===== config.mk =====
export PLATFORM = sky130hd
export DESIGN_NAME = ace_tape_player
export DESIGN_NICKNAME = d
export VERILOG_FILES = /design/src/rtl/ace_tape_pkg.sv /design/src/rtl/tape_halfperiod_timer.sv /design/src/rtl/ace_tape_player.sv
export SDC_FILE = /design/constraint.sdc
export NUM_CORES = 1
export LEC_CHECK = 0
export CORE_ASPECT_RATIO = 0.5
export CORE_MARGIN = 2
export CORE_UTILIZATION = 54
export CTS_CLUSTER_SIZE = 30
export DETAILED_ROUTE_END_ITERATION = 8
export PLACE_DENSITY = 0.76
export SKIP_LAST_GASP = 1
export SYNTH_ARGS = -nofsm -noshare
export SYNTH_HDL_FRONTEND = slang
export SYNTH_SLANG_ARGS = --single-unit

===== constraint.sdc =====
create_clock -name clk -period 3.8 [get_ports clk]
set_clock_uncertainty 0.15 [all_clocks]
set_input_delay 0.57 -clock clk [delete_from_list [all_inputs] [get_ports clk]]
set_output_delay 0.57 -clock clk [all_outputs]
set_load 0.02 [all_outputs]

===== src/rtl/ace_tape_pkg.sv =====
// Shared state codes and default timing constants for the Jupiter Ace tape player.
// Benches override the timing parameters on the top module with short values.
package ace_tape_pkg;

    localparam logic [2:0] ST_IDLE   = 3'd0;
    localparam logic [2:0] ST_LEADER = 3'd1;
    localparam logic [2:0] ST_SYNC_H = 3'd2;
    localparam logic [2:0] ST_SYNC_L = 3'd3;
    localparam logic [2:0] ST_DATA_H = 3'd4;
    localparam logic [2:0] ST_DATA_L = 3'd5;
    localparam logic [2:0] ST_WAIT   = 3'd6;
    localparam logic [2:0] ST_TRAIL  = 3'd7;

    localparam int DEF_LEADER_HALF  = 4030;
    localparam int DEF_LEADER_COUNT = 8192;
    localparam int DEF_SYNC_HI      = 1300;
    localparam int DEF_SYNC_LO      = 1420;
    localparam int DEF_ZERO_HALF    = 1590;
    localparam int DEF_ONE_HALF     = 3180;
    localparam int DEF_END_HALF     = 3180;
    localparam int DEF_CW           = 16;

endpackage


===== src/rtl/tape_halfperiod_timer.sv =====
// Half-period down-counter: load a length, get a one-cycle expire on the period's final cycle.
// freeze holds the count and suppresses expire.
module tape_halfperiod_timer
    import ace_tape_pkg::*;
#(
    parameter int CW = DEF_CW
) (
    input  logic          clk,
    input  logic          reset,
    input  logic          load,
    input  logic [CW-1:0] load_val,
    input  logic          freeze,
    output logic          expire
);

    logic [CW-1:0] count;

    // count holds cycles remaining after the current one
    always_ff @(posedge clk) begin
        if (reset) begin
            count <= '0;
        end else if (load) begin
            count <= load_val - 1'b1;
        end else if (!freeze && count != '0) begin
            count <= count - 1'b1;
        end
    end

    assign expire = (count == '0) && !freeze;

endmodule


===== src/rtl/ace_tape_player.sv =====
// Jupiter Ace tape-signal generator: bytes in, ear square wave out (leader, sync, MSB-first bits, trailer).
// Define ACE_TAPE_PAUSE_EN to add a `pause` input that freezes the waveform sequence.
module ace_tape_player
    import ace_tape_pkg::*;
#(
    parameter int LEADER_HALF  = DEF_LEADER_HALF,
    parameter int LEADER_COUNT = DEF_LEADER_COUNT,
    parameter int SYNC_HI      = DEF_SYNC_HI,
    parameter int SYNC_LO      = DEF_SYNC_LO,
    parameter int ZERO_HALF    = DEF_ZERO_HALF,
    parameter int ONE_HALF     = DEF_ONE_HALF,
    parameter int END_HALF     = DEF_END_HALF,
    parameter int CW           = DEF_CW
) (
    input  logic       clk,
    input  logic       reset,
`ifdef ACE_TAPE_PAUSE_EN
    input  logic       pause,
`endif
    input  logic       start,
    input  logic [7:0] data_in,
    input  logic       data_valid,
    input  logic       data_last,
    output logic       data_ready,
    output logic       ear,
    output logic       busy,
    output logic       underrun
);

    localparam int LW = $clog2(LEADER_COUNT + 1);

    logic [2:0]    state, state_nx;
    logic          ear_nx, busy_nx, underrun_nx;
    logic [LW-1:0] half_idx, half_idx_nx;
    logic [2:0]    bit_idx, bit_idx_nx;
    logic [7:0]    shifter, shifter_nx;
    logic          shift_last, shift_last_nx;
    logic          held, hold_last;
    logic [7:0]    hold_byte;
    logic          take, consume, want_fetch, freeze, expire, tmr_load;
    logic [CW-1:0] tmr_val;

    function automatic logic [CW-1:0] bit_half(input logic b);
        return b ? CW'(ONE_HALF) : CW'(ZERO_HALF);
    endfunction

`ifdef ACE_TAPE_PAUSE_EN
    assign freeze = pause;
`else
    assign freeze = 1'b0;
`endif

    assign take       = data_valid && !held;
    assign data_ready = !held;

    always_ff @(posedge clk) begin
        if (reset) begin
            held <= 1'b0;
        end else if (take) begin
            held <= 1'b1;
        end else if (consume) begin
            held <= 1'b0;
        end
    end

    always_ff @(posedge clk) begin
        if (take) begin
            hold_byte <= data_in;
            hold_last <= data_last;
        end
    end

    // Every transition reloads the timer so the next half starts with no gap cycle
    always_comb begin
        state_nx      = state;
        ear_nx        = ear;
        busy_nx       = busy;
        underrun_nx   = underrun;
        half_idx_nx   = half_idx;
        bit_idx_nx    = bit_idx;
        shifter_nx    = shifter;
        shift_last_nx = shift_last;
        tmr_load      = 1'b0;
        tmr_val       = '0;
        consume       = 1'b0;
        want_fetch    = 1'b0;
        if (!freeze) begin
            case (state)
                ST_IDLE: if (start) begin
                    state_nx    = ST_LEADER;
                    ear_nx      = 1'b1;
                    busy_nx     = 1'b1;
                    underrun_nx = 1'b0;
                    half_idx_nx = '0;
                    tmr_load    = 1'b1;
                    tmr_val     = CW'(LEADER_HALF);
                end
                ST_LEADER: if (expire) begin
                    tmr_load = 1'b1;
                    if (half_idx == LW'(LEADER_COUNT - 1)) begin
                        state_nx = ST_SYNC_H;
                        ear_nx   = 1'b1;
                        tmr_val  = CW'(SYNC_HI);
                    end else begin
                        half_idx_nx = half_idx + 1'b1;
                        ear_nx      = !ear;
                        tmr_val     = CW'(LEADER_HALF);
                    end
                end
                ST_SYNC_H: if (expire) begin
                    state_nx = ST_SYNC_L;
                    ear_nx   = 1'b0;
                    tmr_load = 1'b1;
                    tmr_val  = CW'(SYNC_LO);
                end
                ST_SYNC_L: want_fetch = expire;
                ST_DATA_H: if (expire) begin
                    state_nx = ST_DATA_L;
                    ear_nx   = 1'b0;
                    tmr_load = 1'b1;
                    tmr_val  = bit_half(shifter[7]);
                end
                ST_DATA_L: if (expire) begin
                    if (bit_idx != 3'd0) begin
                        shifter_nx = {shifter[6:0], 1'b0};
                        bit_idx_nx = bit_idx - 1'b1;
                        state_nx   = ST_DATA_H;
                        ear_nx     = 1'b1;
                        tmr_load   = 1'b1;
                        tmr_val    = bit_half(shifter[6]);
                    end else if (shift_last) begin
                        state_nx = ST_TRAIL;
                        ear_nx   = 1'b1;
                        tmr_load = 1'b1;
                        tmr_val  = CW'(END_HALF);
                    end else begin
                        want_fetch = 1'b1;
                    end
                end
                ST_WAIT: want_fetch = held;
                ST_TRAIL: if (expire) begin
                    state_nx = ST_IDLE;
                    ear_nx   = 1'b0;
                    busy_nx  = 1'b0;
                end
                default: begin
                    state_nx = ST_IDLE;
                    ear_nx   = 1'b0;
                    busy_nx  = 1'b0;
                end
            endcase
            if (want_fetch) begin
                if (held) begin
                    consume       = 1'b1;
                    shifter_nx    = hold_byte;
                    shift_last_nx = hold_last;
                    bit_idx_nx    = 3'd7;
                    state_nx      = ST_DATA_H;
                    ear_nx        = 1'b1;
                    tmr_load      = 1'b1;
                    tmr_val       = bit_half(hold_byte[7]);
                end else begin
                    underrun_nx = 1'b1;
                    state_nx    = ST_WAIT;
                    ear_nx      = 1'b0;
                end
            end
        end
    end

    always_ff @(posedge clk) begin
        if (reset) begin
            state      <= ST_IDLE;
            ear        <= 1'b0;
            busy       <= 1'b0;
            underrun   <= 1'b0;
            half_idx   <= '0;
            bit_idx    <= '0;
            shift_last <= 1'b0;
        end else begin
            state      <= state_nx;
            ear        <= ear_nx;
            busy       <= busy_nx;
            underrun   <= underrun_nx;
            half_idx   <= half_idx_nx;
            bit_idx    <= bit_idx_nx;
            shift_last <= shift_last_nx;
        end
    end

    always_ff @(posedge clk) begin
        shifter <= shifter_nx;
    end

    tape_halfperiod_timer #(.CW(CW)) u_timer (
        .clk      (clk),
        .reset    (reset),
        .load     (tmr_load),
        .load_val (tmr_val),
        .freeze   (freeze),
        .expire   (expire)
    );

endmodule


==> results.md <==
* Outcome: completed
* Worst Hold Depth at 2
* Syn avg cell area at between 8 and 9 sq um
* CP peak stage delay at roughly 0.50 ns
* Clk Tree Root Cell: clkbuf_8
* Placer congestion estimate at 0.903
* Mapped Cells at 346
* Worst-margin pin slew at ~0.71 ns
* Worst slew margin at between 50% and 60%
* Share of layout cells above drive strength 1 at 14.0%
* PwrDens at between 500 and 600 nW/um^2
* Crit Path Category: register to register
* Final core occ at 66.5%
* Post-route cell area at approximately 3600 sq um
* Max-cap violations at 0
* R2r worst-path depth at 14
* Die area at around 6300 sq um
* DPL Wire Length at 5.45 mm
* Rows at 19
* I/O pin count at 17
* Pleak at roughly 1.3 nW
* Via-to-Cell Ratio at roughly 6.1
* Synth Cell Area at 3030 sq um
* Combinational share of power at roughly 27%
* Post-synth top flop: dfxtp_1
* PortBufs at 16
* Initial antenna violation count at 0
* Cell-internal power at 1.27 mW
* Flip-flop and latch count after synthesis at 58
* Routed WL at between 7 and 8 mm
* Seq/Total Area, Yosys at 41.3%
* DRT iter0 DRCs at 284
* Final setup vio count at 0
* GRT Residual Overflow at 0
* Net Count, Synth at 363
* Clock-pin slew of the registers on the worst-case setup and hold paths at approximately 0.080 ns
* Clk pwr share at around 33%
* Setup_tns at 0 ns
* Slowest CP cell: or4_1
* Hold_buf cts at 0
* Tot Pwr at about 1.9 mW
* Core Region at about 5400 sq um
* Synthesis-to-layout area growth at 19.4%
* Req. time, crit path at 3.94 ns
* Hold WC Path Type: register to register
* Top cell by count, worst path: ha_1
* Hold Path End: shifter[4]
* Routed len/inst at between 15 and 20 um
* Share of the synthesized area in the top cell type at roughly a third
* Starting density of the core at 55.7%
* Critical path launch point type: register
* DR pass1 iterations at 4
* P_sw at 0.601 mW
* Area of the multi-input gates at ~1700 sq um
* Critical Path Sink Type: register
* Post_cts resized at 0
* Post-DRT Antenna Nets at 0
* Vias in the first global route at between 2000 and 3000
* Die height at around 57 um
* Reg power frac at between 30% and 40%
* Fin. Hold Viols at 0
* H-tree lvl count at 3
* Latest clock arrival within the worst-skew pair at between 0.3 and 0.4 ns
* First-pass GRT wire length at roughly 13 mm
* Netlist cell types at 62
* Maximum fanout along the worst path at 5
* DR vias at approximately 2800
* Synth warnings at 0
* Reg-to-reg endpoint: u_timer.count[14]
* CTS max path bufs at 2
* Max Clk Rate at about 280 MHz
* Number of flops mapped to enable cells by yosys at 9
* Postcts setup bufs at 0
* Nets at between 300 and 400
* Largest net degree at the start of global routing at 23
* Min-delay src: hold_byte[4]
* Die width at ~110 um
* Max-slew violations at 0
* CTS Sinks at 58
* Cell taking the most area after synthesis: dfxtp_1
* Flop2flop setup slack at 0.20 ns
* Total GRT Usage at a little over a quarter
* DRC violations left at 0
* Top cells by area, synth: dfxtp_1 32%, edfxtp_1 8.9%, xor2_1 3.8%, nor2_1 3.5%, nand2_1 3.3%
* Sw frac at between 30% and 40%
* CTS Buf Count at 9
* Cell Chain, Critical Path: inv_1, ha_1, nor2b_1, a32o_1, a31o_2, o31ai_1, a21boi_1, ha_1, nor3b_2, nand2_1, or4_1, buf_4, a21o_1, a21oi_1
* FF+latch area at between 1000 and 1500 sq um
* Filler Cell Count at 450
* RSZ-0062 raised after global routing: no
* Worst vdd ir at 351 uV
* Period utilization at between 90% and 100%
* Placed cell area at between 3000 and 4000 sq um
* Ys async rst share at 0%
* Post-layout min period at between 3 and 4 ns
* N_diodes at 0
* CP Data Arrival Time at between 3 and 4 ns
* Worst r2r src: bit_idx[0]
* CTS tree: yes
final cells by class:
type	count	share of cell area (%)
Timing Repair Buffer	43	10.0
Clock inverter	6	2.25
Inverter	9	0.933
Clock buffer	10	3.52
Tap cell	73	2.52
Sequential cell	58	34.6
Multi-Input combinational cell	259	46.2
critical path: cells and delay by family, from the launching register on:
kind,cells,cell delay (ns)
AOI/OAI and AO/OA,6,1.37
and+or+nand+nor,4,0.97
adders and majority gates,2,0.43
DFF,1,0.37
buffers and inverters,2,0.24
metal layers:
| metal | vias to the layer above | wire [um] | GRT usage (%) |
|---|---|---|---|
| li1 | 1359 | - | - |
| met1 | 1317 | 3420 | 33.6 |
| met2 | 85 | 3530 | 42.3 |
| met3 | 19 | 526 | 11.3 |
| met4 | 0 | 116 | 9.40 |
| met5 | - | 0 | 0 |
cell families after synthesis:
family	after synthesis	synth area share, %
xor+xnor	17	4.91
fa+ha+maj	4	1.65
mux	10	3.38
buf+inv	29	3.92
simple gates	140	25.3
flops	58	41.3
compound gates	88	19.6
sequential cells by signal (all words and copies together) (netlist names), 3 cells and up:
signal         cells
bit_idx            3
half_idx          14
hold_byte          8
shifter            8
state              3
u_timer.count     16
worst max path at each step:
stage | slack, ns | start | cells past startpoint | end
after floorplan | 0.04 | u_timer.count[9] | 13 | u_timer.count[14]
after global placement | 0.1 | start | 11 | u_timer.count[14]
after detailed placement | 0.05 | start | 11 | u_timer.count[14]
after CTS | 0.13 | bit_idx[0] | 13 | u_timer.count[14]
after global routing | 0.02 | bit_idx[0] | 14 | u_timer.count[14]
final | 0.20 | bit_idx[0] | 14 | u_timer.count[14]
metrics by stage:
step | hold slack [ns] | setup WS, ns | cells
after floorplan | 0.274 | 0.0428 | 346
after global placement | 0.283 | 0.0997 | 442
after detailed placement | 0.284 | 0.0453 | 442
after CTS | 0.298 | 0.126 | 458
after global routing | 0.323 | 0.0183 | 458
final | 0.291 | 0.200 | 458
cell usage in the layout, fill, tap and decap left out, drive strengths merged, types with 3 or more instances in the layout:
cell,n
dfxtp,49
nor2,29
nand2,27
buf,27
o21ai,21
a21oi,20
clkdlybuf4s50,16
xor2,13
or3,12
nand4,10
clkbuf,10
nand3,9
inv,9
edfxtp,9
nor2b,8
nor3,8
mux2i,8
o2111ai,7
a31oi,6
and2,6
nor4,6
nand2b,5
and3,5
or4,5
a21o,4
xnor2,4
ha,4
a31o,4
o211ai,4
o31ai,3
nor3b,3
clkinv,3
cell usage after synthesis (5+ instances only):
master and n:
a21oi_1 20, a31oi_1 6, and2_1 5, and3_1 5
buf_2 5, clkbuf_1 13, dfxtp_1 49, edfxtp_1 9
inv_1 9, mux2i_1 8, nand2_1 27, nand2b_1 5
nand3_1 9, nand4_1 10, nor2_1 28, nor2b_1 8
nor3_1 8, o2111ai_1 7, o21ai_0 10, o21ai_1 11
or3_1 12, xor2_1 13
power groups by stage:
stage | Clock (mW) | Sequential [mW] | Combinational [mW]
after floorplan | 0 | 0.736 | 0.326
after CTS | 0.631 | 0.731 | 0.499
final | 0.621 | 0.734 | 0.511
after global placement | 0 | 0.739 | 0.484
after global routing | 0.655 | 0.739 | 0.558
after detailed placement | 0 | 0.744 | 0.495
(Power assumes the default switching activity.)
